[src/rtl/serial_cpu_8bit_if.sv]
// Byte-wide SRAM bus between the CPU and the shared 512x8 SRAM.
// The CPU drives the address/control side (master); the memory/top-level
// mux drives the read-data side (slave). There is no ready: the SRAM
// always answers one cycle after an access, so enable alone qualifies a
// request and the is_i_addr select decides which address/data pair is live.
interface serial_cpu_8bit_if;
    logic       enable;
    logic       is_i_addr;
    logic [8:0] i_addr;
    logic [7:0] i_datain;
    logic [8:0] d_addr;
    logic [7:0] d_datain;
    logic       d_we;
    logic [7:0] d_dataout;

    modport master (
        output enable, is_i_addr, i_addr, d_addr, d_we, d_dataout,
        input  i_datain, d_datain
    );

    modport slave (
        input  enable, is_i_addr, i_addr, d_addr, d_we, d_dataout,
        output i_datain, d_datain
    );
endinterface

[src/rtl/serial_cpu_8bit.sv]
// Multi-cycle CPU with 16-bit instructions and eight 16-bit registers.
// Every 16-bit word moves as two byte accesses (low at 2*addr, high at
// 2*addr+1) over a shared byte SRAM with one cycle of read latency.
module serial_cpu_8bit #(
    parameter int DEFAULT_PC_ADDR = 16
) (
    input  logic               clk,
    input  logic               rst_n,
    input  logic               start,
    output logic               nxt,
    serial_cpu_8bit_if.master  bus,
    output logic [3:0]         dbg_state,
    output logic [7:0]         dbg_pc,
    output logic [2:0]         dbg_flags   // {Z, N, C}
);
    typedef enum logic [3:0] {
        S_IDLE = 4'd0,  S_F0 = 4'd1,  S_F1 = 4'd2,  S_F2 = 4'd3,
        S_EX   = 4'd4,  S_M0 = 4'd5,  S_M1 = 4'd6,  S_M2 = 4'd7,
        S_WB   = 4'd8,  S_S0 = 4'd9,  S_S1 = 4'd10, S_HALT = 4'd11
    } state_t;

    localparam logic [4:0] OP_NOP  = 5'b00000, OP_HALT = 5'b00001;
    localparam logic [4:0] OP_LOAD = 5'b00010, OP_STORE = 5'b00011;
    localparam logic [4:0] OP_SLL  = 5'b00100, OP_SRL  = 5'b00110;
    localparam logic [4:0] OP_ADD  = 5'b01000, OP_ADDI = 5'b01001;
    localparam logic [4:0] OP_SUB  = 5'b01010, OP_SUBI = 5'b01011;
    localparam logic [4:0] OP_CMP  = 5'b01100, OP_AND  = 5'b01101;
    localparam logic [4:0] OP_OR   = 5'b01110, OP_XOR  = 5'b01111;
    localparam logic [4:0] OP_SET  = 5'b10100, OP_JUMP = 5'b11000;
    localparam logic [4:0] OP_BZ   = 5'b11010, OP_BNZ  = 5'b11011;
    localparam logic [4:0] OP_BN   = 5'b11100, OP_BNN  = 5'b11101;
    localparam logic [4:0] OP_BC   = 5'b11110, OP_BNC  = 5'b11111;

    localparam logic [7:0] PC_START = 8'(DEFAULT_PC_ADDR);

    state_t      state, next_state;
    logic [7:0]  pc;
    logic [15:0] ir;
    logic [15:0] dword;
    logic [15:0] regs [8];
    logic        flag_z, flag_n, flag_c;

    // Instruction fields
    logic [4:0]  op;
    logic [2:0]  r1, r2, r3;
    logic [3:0]  val3;
    logic [7:0]  imm;
    logic [15:0] a1, a2, a3;
    logic [7:0]  ea;

    assign op   = ir[15:11];
    assign r1   = ir[10:8];
    assign r2   = ir[6:4];
    assign r3   = ir[2:0];
    assign val3 = ir[3:0];
    assign imm  = ir[7:0];
    assign a1   = regs[r1];
    assign a2   = regs[r2];
    assign a3   = regs[r3];
    // Registers do not change during M*/S* states, so ea can stay combinational.
    assign ea   = a2[7:0] + {4'd0, val3};

    // Execute-stage results, consumed by the datapath register at the end of EX
    logic [16:0] alu_res;
    logic        alu_wr, flag_wr, br_taken;
    logic [7:0]  br_target;

    // Decode and compute ALU result, flag update and branch decision
    always_comb begin
        alu_res   = '0;
        alu_wr    = 1'b0;
        flag_wr   = 1'b0;
        br_taken  = 1'b0;
        br_target = a1[7:0] + imm;
        case (op)
            OP_ADD:  begin alu_res = {1'b0, a2} + {1'b0, a3};       alu_wr = 1'b1; flag_wr = 1'b1; end
            OP_ADDI: begin alu_res = {1'b0, a1} + {9'd0, imm};      alu_wr = 1'b1; flag_wr = 1'b1; end
            OP_SUB:  begin alu_res = {1'b0, a2} - {1'b0, a3};       alu_wr = 1'b1; flag_wr = 1'b1; end
            OP_SUBI: begin alu_res = {1'b0, a1} - {9'd0, imm};      alu_wr = 1'b1; flag_wr = 1'b1; end
            OP_CMP:  begin alu_res = {1'b0, a2} - {1'b0, a3};                      flag_wr = 1'b1; end
            OP_AND:  begin alu_res = {1'b0, a2 & a3};               alu_wr = 1'b1; flag_wr = 1'b1; end
            OP_OR:   begin alu_res = {1'b0, a2 | a3};               alu_wr = 1'b1; flag_wr = 1'b1; end
            OP_XOR:  begin alu_res = {1'b0, a2 ^ a3};               alu_wr = 1'b1; flag_wr = 1'b1; end
            OP_SLL:  begin alu_res = {1'b0, a2 << val3};            alu_wr = 1'b1; flag_wr = 1'b1; end
            OP_SRL:  begin alu_res = {1'b0, a2 >> val3};            alu_wr = 1'b1; flag_wr = 1'b1; end
            OP_SET:  begin alu_res = {9'd0, imm};                   alu_wr = 1'b1; end
            OP_JUMP: begin br_taken = 1'b1; br_target = imm; end
            OP_BZ:   br_taken = flag_z;
            OP_BNZ:  br_taken = !flag_z;
            OP_BN:   br_taken = flag_n;
            OP_BNN:  br_taken = !flag_n;
            OP_BC:   br_taken = flag_c;
            OP_BNC:  br_taken = !flag_c;
            default: ;
        endcase
    end

    // State register
    always_ff @(posedge clk or negedge rst_n) begin
        if (!rst_n) state <= S_IDLE;
        else        state <= next_state;
    end

    // Next-state logic; start only matters when idle or halted
    always_comb begin
        next_state = state;
        case (state)
            S_IDLE, S_HALT: if (start) next_state = S_F0;
            S_F0: next_state = S_F1;
            S_F1: next_state = S_F2;
            S_F2: next_state = S_EX;
            S_EX: begin
                case (op)
                    OP_HALT:  next_state = S_HALT;
                    OP_LOAD:  next_state = S_M0;
                    OP_STORE: next_state = S_S0;
                    default:  next_state = S_F0;
                endcase
            end
            S_M0: next_state = S_M1;
            S_M1: next_state = S_M2;
            S_M2: next_state = S_WB;
            S_WB: next_state = S_F0;
            S_S0: next_state = S_S1;
            S_S1: next_state = S_F0;
            default: next_state = S_IDLE;
        endcase
    end

    // Bus outputs decoded purely from state so reset removes d_we at once
    always_comb begin
        bus.enable    = 1'b0;
        bus.is_i_addr = 1'b1;
        bus.i_addr    = '0;
        bus.d_addr    = '0;
        bus.d_we      = 1'b0;
        bus.d_dataout = '0;
        nxt           = 1'b0;
        case (state)
            S_F0:       begin bus.enable = 1'b1; bus.i_addr = {pc, 1'b0}; end
            S_F1, S_F2: begin bus.enable = 1'b1; bus.i_addr = {pc, 1'b1}; end
            S_EX, S_WB: bus.enable = 1'b1;
            S_M0:       begin bus.enable = 1'b1; bus.is_i_addr = 1'b0; bus.d_addr = {ea, 1'b0}; end
            S_M1, S_M2: begin bus.enable = 1'b1; bus.is_i_addr = 1'b0; bus.d_addr = {ea, 1'b1}; end
            S_S0: begin
                bus.enable = 1'b1; bus.is_i_addr = 1'b0;
                bus.d_addr = {ea, 1'b0}; bus.d_we = 1'b1; bus.d_dataout = a1[7:0];
            end
            S_S1: begin
                bus.enable = 1'b1; bus.is_i_addr = 1'b0;
                bus.d_addr = {ea, 1'b1}; bus.d_we = 1'b1; bus.d_dataout = a1[15:8];
            end
            S_HALT: nxt = 1'b1;
            default: ;
        endcase
    end

    // Datapath: PC, instruction latch, load buffer, register file and flags
    always_ff @(posedge clk or negedge rst_n) begin
        if (!rst_n) begin
            pc     <= '0;
            ir     <= '0;
            dword  <= '0;
            flag_z <= 1'b0;
            flag_n <= 1'b0;
            flag_c <= 1'b0;
            for (int i = 0; i < 8; i++) regs[i] <= '0;
        end else begin
            case (state)
                S_IDLE, S_HALT: if (start) pc <= PC_START;
                S_F1: ir[7:0]  <= bus.i_datain;
                S_F2: ir[15:8] <= bus.i_datain;
                S_EX: begin
                    pc <= br_taken ? br_target : pc + 8'd1;
                    if (alu_wr) regs[r1] <= alu_res[15:0];
                    if (flag_wr) begin
                        flag_z <= (alu_res[15:0] == 16'd0);
                        flag_n <= alu_res[15];
                        flag_c <= alu_res[16];
                    end
                end
                S_M1: dword[7:0]  <= bus.d_datain;
                S_M2: dword[15:8] <= bus.d_datain;
                S_WB: regs[r1] <= dword;
                default: ;
            endcase
        end
    end

    assign dbg_state = state;
    assign dbg_pc    = pc;
    assign dbg_flags = {flag_z, flag_n, flag_c};
endmodule

[src/flat_wrapper.sv]
// flat-port wrapper written by rule: the top's interface ports become plain ports
module serial_cpu_8bit_flat 
#(
    parameter int DEFAULT_PC_ADDR = 16
)
  (clk, rst_n, start, nxt, dbg_state, dbg_pc, dbg_flags, bus_enable, bus_is_i_addr, bus_i_addr, bus_d_addr, bus_d_we, bus_d_dataout, bus_i_datain, bus_d_datain);
  serial_cpu_8bit_if bus_i ();
  input  logic clk;
  input  logic rst_n;
  input  logic start;
  output logic nxt;
  output logic [3:0] dbg_state;
  output logic [7:0] dbg_pc;
  output logic [2:0] dbg_flags;
  output wire logic [$bits(bus_i.enable)-1:0] bus_enable;
  output wire logic [$bits(bus_i.is_i_addr)-1:0] bus_is_i_addr;
  output wire logic [$bits(bus_i.i_addr)-1:0] bus_i_addr;
  output wire logic [$bits(bus_i.d_addr)-1:0] bus_d_addr;
  output wire logic [$bits(bus_i.d_we)-1:0] bus_d_we;
  output wire logic [$bits(bus_i.d_dataout)-1:0] bus_d_dataout;
  input wire logic [$bits(bus_i.i_datain)-1:0] bus_i_datain;
  input wire logic [$bits(bus_i.d_datain)-1:0] bus_d_datain;
  assign bus_enable = bus_i.enable;
  assign bus_is_i_addr = bus_i.is_i_addr;
  assign bus_i_addr = bus_i.i_addr;
  assign bus_d_addr = bus_i.d_addr;
  assign bus_d_we = bus_i.d_we;
  assign bus_d_dataout = bus_i.d_dataout;
  assign bus_i.i_datain = bus_i_datain;
  assign bus_i.d_datain = bus_d_datain;
  serial_cpu_8bit #(.DEFAULT_PC_ADDR(DEFAULT_PC_ADDR)) u_core (.clk(clk), .rst_n(rst_n), .start(start), .nxt(nxt), .bus(bus_i), .dbg_state(dbg_state), .dbg_pc(dbg_pc), .dbg_flags(dbg_flags));
endmodule
[config.mk]
export PLATFORM = sky130hd
export DESIGN_NAME = serial_cpu_8bit_flat
export DESIGN_NICKNAME = d
export VERILOG_FILES = /design/src/rtl/serial_cpu_8bit_if.sv /design/src/rtl/serial_cpu_8bit.sv /design/src/flat_wrapper.sv
export SDC_FILE = /design/constraint.sdc
export NUM_CORES = 1
export LEC_CHECK = 0
export CAP_MARGIN = 20
export CORE_MARGIN = 5
export CORE_UTILIZATION = 45
export DETAILED_ROUTE_END_ITERATION = 6
export PLACE_DENSITY = 0.64
export RECOVER_POWER = 100
export SLEW_MARGIN = 20
export SYNTH_ARGS = -nofsm -noshare
export SYNTH_HDL_FRONTEND = slang
export SYNTH_SLANG_ARGS = --single-unit
[constraint.sdc]
create_clock -name clk -period 5.5 [get_ports clk]
set_clock_uncertainty 0.1 [all_clocks]
set_input_delay 1.65 -clock clk [delete_from_list [all_inputs] [get_ports clk]]
set_output_delay 1.65 -clock clk [all_outputs]
set_load 0.1 [all_outputs]
==> results of run 1 <==
==> state kept, by name, summed over array words and instances (netlist names) <==
name and cells:
u_core.flag_z 1, u_core.regs 128, u_core.dbg_pc 8, u_core.dbg_state 4, u_core.dword 16, u_core.flag_c 1
u_core.flag_n 1, u_core.ir 16
==> cells in the final DEF (no fill, tap or decap), types with 14 or more instances in the layout <==
cell / instances
dfrtp_1: 171
buf_4: 152
mux2_2: 149
nand2_1: 123
nor2_1: 110
o21ai_0: 81
ha_1: 81
mux4_2: 74
inv_1: 60
a21oi_1: 54
a22oi_1: 52
o22ai_1: 50
mux2i_1: 47
xnor2_1: 39
dlygate4sd3_1: 39
nor3_1: 36
nand3_1: 33
o31ai_1: 21
nor4_1: 20
clkbuf_16: 18
xor2_1: 17
a21o_1: 16
a221oi_1: 16
and2_1: 15
nand2b_1: 14
==> per-layer routing <==
layer	part of all wire, %	wire (microns)
met1	40	26100
met2	44	29000
met3	11	7030
met4	5.3	3470
met5	0	0
==> logic make-up after synthesis <==
logic type / after synthesis / synth area share (%)
flops: 175 / 27.5
buf+inv: 163 / 4.58
compound gates: 414 / 17.7
xor+xnor: 56 / 3.08
mux: 295 / 27.1
fa+ha+maj: 85 / 6.86
simple gates: 439 / 13.2
==> what timing repair did <==
action / 4_1_cts / 5_1_grt
setup endpoints to repair: 8 / 30
pin swaps: 1 / 4
gates resized for setup: 5 / 29
gates cloned: 0 / 1
endpoints found under the hold margin: 0 / 0
setup buffers: 4 / 9
==> per-stage QoR <==
step                      hold slack [ps]  cells  TNS [ps]  util (%)
after floorplan                       371   1627     -1040         -
after global placement                394   2203      -201      50.7
after detailed placement              399   2203     -1730      50.7
after CTS                             417   2239         0      52.7
after global routing                  433   2249      -122      53.2
final                                 411   2249         0      53.2
==> worst paths after layout <==
check / slack [ps] / endpoint / start
max: 180 / bus_d_addr[8] / u_core.ir[4]
max reg2reg: 230 / u_core.regs[54] / u_core.ir[0]
min: 410 / u_core.dword[3] / u_core.dword[3]
min reg2reg: 410 / u_core.dword[3] / u_core.dword[3]
max in group asynchronous: 1420 / u_core.ir[4] / rst_n
min in group asynchronous: 1950 / u_core.regs[36] / rst_n
==> cell type report <==
type / instances / area share [%]
clock buffers: 17 / 2.27
clock inverters: 15 / 1.03
inverters: 64 / 1.28
multi-input cells: 1289 / 58.6
flip-flops and latches: 175 / 23.4
well taps: 461 / 3.07
repair buffers: 228 / 10.4
==> results.md, run 1 <==
* Via/cell ratio at 6.83
* Synth top area share at between 20% and 30%
* Slew Viols, Final at 108
* Yosys Warn Count at 0
* P&R area growth vs syn at 17.8%
* Die X at between 150 and 200 microns
* Synthesized area per cell at 9.80 sq um
* Vias in the first global route at 14,700
* Period minus WS final at 5320 ps
* Status: finished with violations
* Initial DRT Pass Iterations at 6
* Vias at 15,400
* Largest area contributor in the netlist: dfrtp_1
* Multi-input gate area at 11,000 sq um
* Diodes inserted at 0
* Met2 GRT Util at 50.8%
* I/O pins at 64
* CP Max Fanout at 8
* CP required at 3750 ps
* Final Hold Viols at 0
* DP Wirelength at 50.2 mm
* Sequential cell area at 4390 sq um
* Ys async rst share at 100%
* Die height at about 200 microns
* Rows at 69
* Busiest layer in global routing: met2
* Initial core utilization at 45.1%
* Critical-path cell list: buf_4 -> mux4_2 -> mux2i_4 -> inv_1 -> ha_1 -> a21oi_1 -> inv_1 -> a21oi_1 -> nor2_1 -> nand3_1 -> xnor2_1 -> nor2_2 -> buf_12
* Most frequent cell after synthesis: dfrtp_1
* Crit path depth at 13
* Clock latency on the worst-skew pair at 470 ps
* Post-synth top cells: 175 x dfrtp_1, 150 x mux2_2, 124 x nand2_1
* Global route overflow at 0
* Top cells by area, synth: dfrtp_1 27%, mux2_2 11%, mux4_2 10%
* Worst hold path type: reg2reg
* Register-to-Register Path Depth at 20
* Post-synth EDFFs at 0
* Final ANT Viol Nets at 0
* Placement Cell Area at 17,900 sq um
* Finish-stage setup viols at 0
* Max-cap violations at 1
* Worst path max stage delay at 590 ps
* Setup Slack @ Placement at -223 ps
* Clock buffer depth at 2
* Tcrit/Tclk final at roughly 97%
* Initial drt markers at 1,930
* Seq cells post-synth at between 150 and 200
* Root Buffer: clkbuf_16
* Core footprint at 35,300 sq um
* NumNets Final at ~1,900
* Failing checks: max-capacitance violations, max-slew violations
* DRC viols at 0
* GR Layer Usage met1 at between 40% and 50%
* Hold Buf Count CTS at 0
* Post-synth top flop: dfrtp_1
* Worst Hold Depth at 1
* GRT Overall Usage at roughly 33%
* Slew headroom at -81.6%
* Bufs and invs on worst path at 4
* Met3 Use GR at 6.31%
* Post-route cell area at between 15,000 and 20,000 sq um
* CP max-delay cell: mux4_2
* Synth Instances at 1,627
* Clk pin slew, worst setup/hold paths at 80 ps
* CP top delay family: multiplexers
* TritonCTS Buffers at 17
* Setup crit start kind: flip-flop
* Syn Std Cell Area at 15,900 sq um
* Fill cell count at 3,155
* GPL Wtd Cong at ~1.1
* Share of post-route cells with drive strength above 1 at ~28%
* Critical Setup Path Class: reg2out
* Data arrival time of the worst path at approximately 3600 ps
* CP Capture Type: primary output
* Seq/Total Area, Yosys at 27.5%
* Die area at 39,300 sq um
* H-tree depth at 4
* Clock Sink Count at between 150 and 200
* FMAX at 188 MHz
* First-pass GRT wire length at 96.7 mm
* Worst Tran Pin Value at 2720 ps
* Cell variety after synth at 90
* Syn_nets at between 1,500 and 2,000
* Drt wl/cell at 29.1 microns
* Total wire length at 65.5 mm
* Initial antenna violation count at 0
* CTS tree: done
* I/O Buffers at 63
* Worst setup margin at 175 ps
* Pin count of the biggest net entering global routing at about 110
Power of run 1 is not shown: default switching activity piles up to over one toggle a cycle in this logic, so the estimate is an artifact.
==> run 2, diff against run 1 <==
--- a/config.mk
+++ b/config.mk
@@ -9,7 +9,7 @@
 export CORE_MARGIN = 5
 export CORE_UTILIZATION = 45
 export DETAILED_ROUTE_END_ITERATION = 6
-export PLACE_DENSITY = 0.64
+export PLACE_DENSITY = 0.62
 export RECOVER_POWER = 100
 export SLEW_MARGIN = 20
 export SYNTH_ARGS = -nofsm -noshare
==> constraint.sdc (replaced) <==
create_clock -name clk -period 5.11 [get_ports clk]
set_clock_uncertainty 0.1 [all_clocks]
set_input_delay 1.533 -clock clk [delete_from_list [all_inputs] [get_ports clk]]
set_output_delay 1.533 -clock clk [all_outputs]
set_load 0.1 [all_outputs]
==> run 2 against run 1 <==
The run ends with max-capacitance violations, max-slew violations, negative setup slack left. Global-route usage grew 2.1 points. Flip-flop and latch count unchanged. Sequential share of layout area down 1.8 points. Register-to-register slack worse by 280 ps. Worst setup slack worse by 220 ps. Critical path depth increased by 8.
==> results.md, run 2 (synthesized netlist as in run 1, its figures left out) <==
* Core footprint at 35,300 sq um (unchanged)
* Global route overflow at 0 (unchanged)
* P&R area growth vs syn at 27.9% (was 17.8%)
* Worst hold path type: reg2reg (unchanged)
* Top reg by flops: u_core.regs (unchanged)
* Initial drt markers at 2,143 (was 1,930)
* Die X at 198 microns (unchanged)
* Finish-stage setup viols at 11 (was 0)
* Worst path max stage delay at 540 ps (was 590 ps)
* Register-to-Register Path Depth at 21 (was 20)
* Clock buffer depth at 2 (unchanged)
* Rows at 69 (unchanged)
* Clock Sink Count at 175 (unchanged)
* H-tree depth at 4 (unchanged)
* First-pass GRT wire length at 102 mm (was 96.7 mm)
* Diodes inserted at 0 (unchanged)
* Max-cap violations at 1 (unchanged)
* Period minus WS final at between 5000 and 6000 ps
* Via/cell ratio at 6.68 (was 6.83)
* Vias in the first global route at 15,300 (was 14,700)
* Most Frequent Cell on Critical Path: a21oi_4
* Most frequent cells in the layout: 325 x buf_4, 168 x dfrtp_1, 148 x mux2_2 (was 171 x dfrtp_1, 152 x buf_4, 149 x mux2_2)
* NumNets Final at 2,038 (was 1,879)
* Critical-path cell list: buf_12 -> mux4_2 -> mux2i_4 -> o2111ai_4 -> nor3_2 -> buf_4 -> nand3_4 -> or3_4 -> o31ai_4 -> xnor2_1 -> ha_1 -> nand2b_1 -> o22ai_1 -> a222oi_1 -> o21ai_1 -> a2111o_1 -> a211oi_2 -> nand3_2 -> a21oi_4 -> a21oi_4 -> mux2_4 (was buf_4 -> mux4_2 -> mux2i_4 -> inv_1 -> ha_1 -> a21oi_1 -> inv_1 -> a21oi_1 -> nor2_1 -> nand3_1 -> xnor2_1 -> nor2_2 -> buf_12)
* DP Wirelength at 53.0 mm (was 50.2 mm)
* Number of flip-flops in the largest register at 128 (unchanged)
* Total wire length at 69.7 mm (was 65.5 mm)
* RSZ-0062 raised after global routing: yes
* Multi-input gate area at 11,300 sq um (was 11,000 sq um)
* Critical Setup Path Class: reg2reg (was reg2out)
* R2R Setup Slk at -50 ps (was 230 ps)
* Failing checks: max-capacitance violations, max-slew violations, negative setup slack (was max-capacitance violations, max-slew violations)
* Slew headroom at -62.3% (was -81.6%)
* Pin count of the biggest net entering global routing at 108 (was 109)
* Worst Hold Depth at 1 (unchanged)
* Vias at 16,100 (was 15,400)
* Fill cell count at 3,041 (was 3,155)
* Reg2Reg Capture Point: u_core.regs[47] (was u_core.regs[54])
* Clock latency on the worst-skew pair at 470 ps (about the same)
* Worst Hold Launch: u_core.dword[14] (was u_core.dword[3])
* CTS tree: done (unchanged)
* Die height at 198 microns (unchanged)
* Worst setup margin at -48.7 ps (was 175 ps)
* I/O Buffers at 63 (unchanged)
* FMAX at around 190 MHz
* Die area at 39,300 sq um (unchanged)
* Root Buffer: clkbuf_16 (unchanged)
* Utilization after layout at 57.7% (was 53.2%)
* Drt wl/cell at 28.9 microns (was 29.1 microns)
* CP Capture Type: flip-flop (was primary output)
* CP Max Fanout at 8 (unchanged)
* Setup crit start kind: flip-flop (unchanged)
* TritonCTS Buffers at 17 (unchanged)
* Clk pin slew, worst setup/hold paths at 80 ps (about the same)
* Initial antenna violation count at 0 (unchanged)
* Sequential cell area at 4400 sq um (was 4390 sq um)
* Reg2reg start: u_core.ir[0] (unchanged)
* Final ANT Viol Nets at 0 (unchanged)
* Final Hold Viols at 0 (unchanged)
* Largest registers: u_core.regs (128), u_core.dword (16), u_core.ir (16) (unchanged)
* GPL Wtd Cong at 1.10 (was 1.09)
* CP max-delay cell: mux4_2 (unchanged)
* Hold Path End: u_core.dword[14] (was u_core.dword[3])
* DRC viols at 0 (unchanged)
* CP required at 5360 ps (was 3750 ps)
* Status: finished with violations (unchanged)
* Data arrival time of the worst path at 5410 ps (was 3570 ps)
* Tcrit/Tclk final at 101%
* Share of post-route cells with drive strength above 1 at 36.2% (was 27.7%)
* GRT Overall Usage at 35.0% (was 32.9%)
* Initial core utilization at 45.1% (unchanged)
* I/O pins at 64 (unchanged)
* Worst Tran Pin Value at 2430 ps (was 2720 ps)
* Slew Viols, Final at 41 (was 108)
* Most common cell after layout, fill and taps aside: buf_4 (was dfrtp_1)
* Initial DRT Pass Iterations at 5 (was 6)
[run 2: what timing repair did]
action,4_1_cts,5_1_grt
setup endpoints to repair,79,69
hold buffers,0,0
resized for setup,52,46
setup buffers,24,27
gates cloned,0,2
pin swaps,3,22
hold endpoints to repair,0,0
[run 2: worst max-delay path, delay by kind of cell (launching register included)]
family,cells,cell delay (ps)
simple gates,5,930
buf+inv,2,330
flops,1,490
fa+ha+maj,1,270
mux,3,1060
xor+xnor,1,140
compound gates,9,1700
[run 2: final cells by class]
type                    count  share of cell area [%]
clock inverters            13                   0.712
inverters                  64                    1.20
well taps                 461                    2.83
repair buffers            387                    16.2
flip-flops and latches    175                    21.6
multi-input cells        1289                    55.3
clock buffers              19                    2.17
[run 2: worst max path at each step]
stage	startpoint	end
floorplan	u_core.ir[4]	bus_d_addr[8]
global placement	u_core.ir[0]	u_core.regs[95]
detailed placement	u_core.ir[0]	u_core.regs[15]
CTS	u_core.ir[0]	bus_d_addr[7]
global route	u_core.ir[0]	u_core.regs[47]
finish	u_core.ir[0]	u_core.regs[47]
[run 2: stage by stage]
stage	hold slack [ps]	instance area [sq um]	setup TNS (ps)	std cells	setup slack [ps]
3_3_place_gp	384	18900	-14150	2323	-439
3_5_place_dp	387	18900	-15710	2323	-574
2_1_floorplan	371	16100	-20.8	1627	-20.8
4_1_cts	403	19900	-1.83	2379	-1.83
6_report	401	20400	-315	2408	-48.7
5_1_grt	408	20400	-4380	2408	-254
[run 2: per-layer routing]
metal / share of wire (%) / up-vias / GRT usage [%]
met1: 41 / 8026 / 48.3
met3: 9.2 / 192 / 5.96
li1: - / 6889 / -
met5: 0 / - / 0
met4: 5.5 / 0 / 16.8
met2: 45 / 968 / 53.7
Power of run 2 is left out for the same reason.
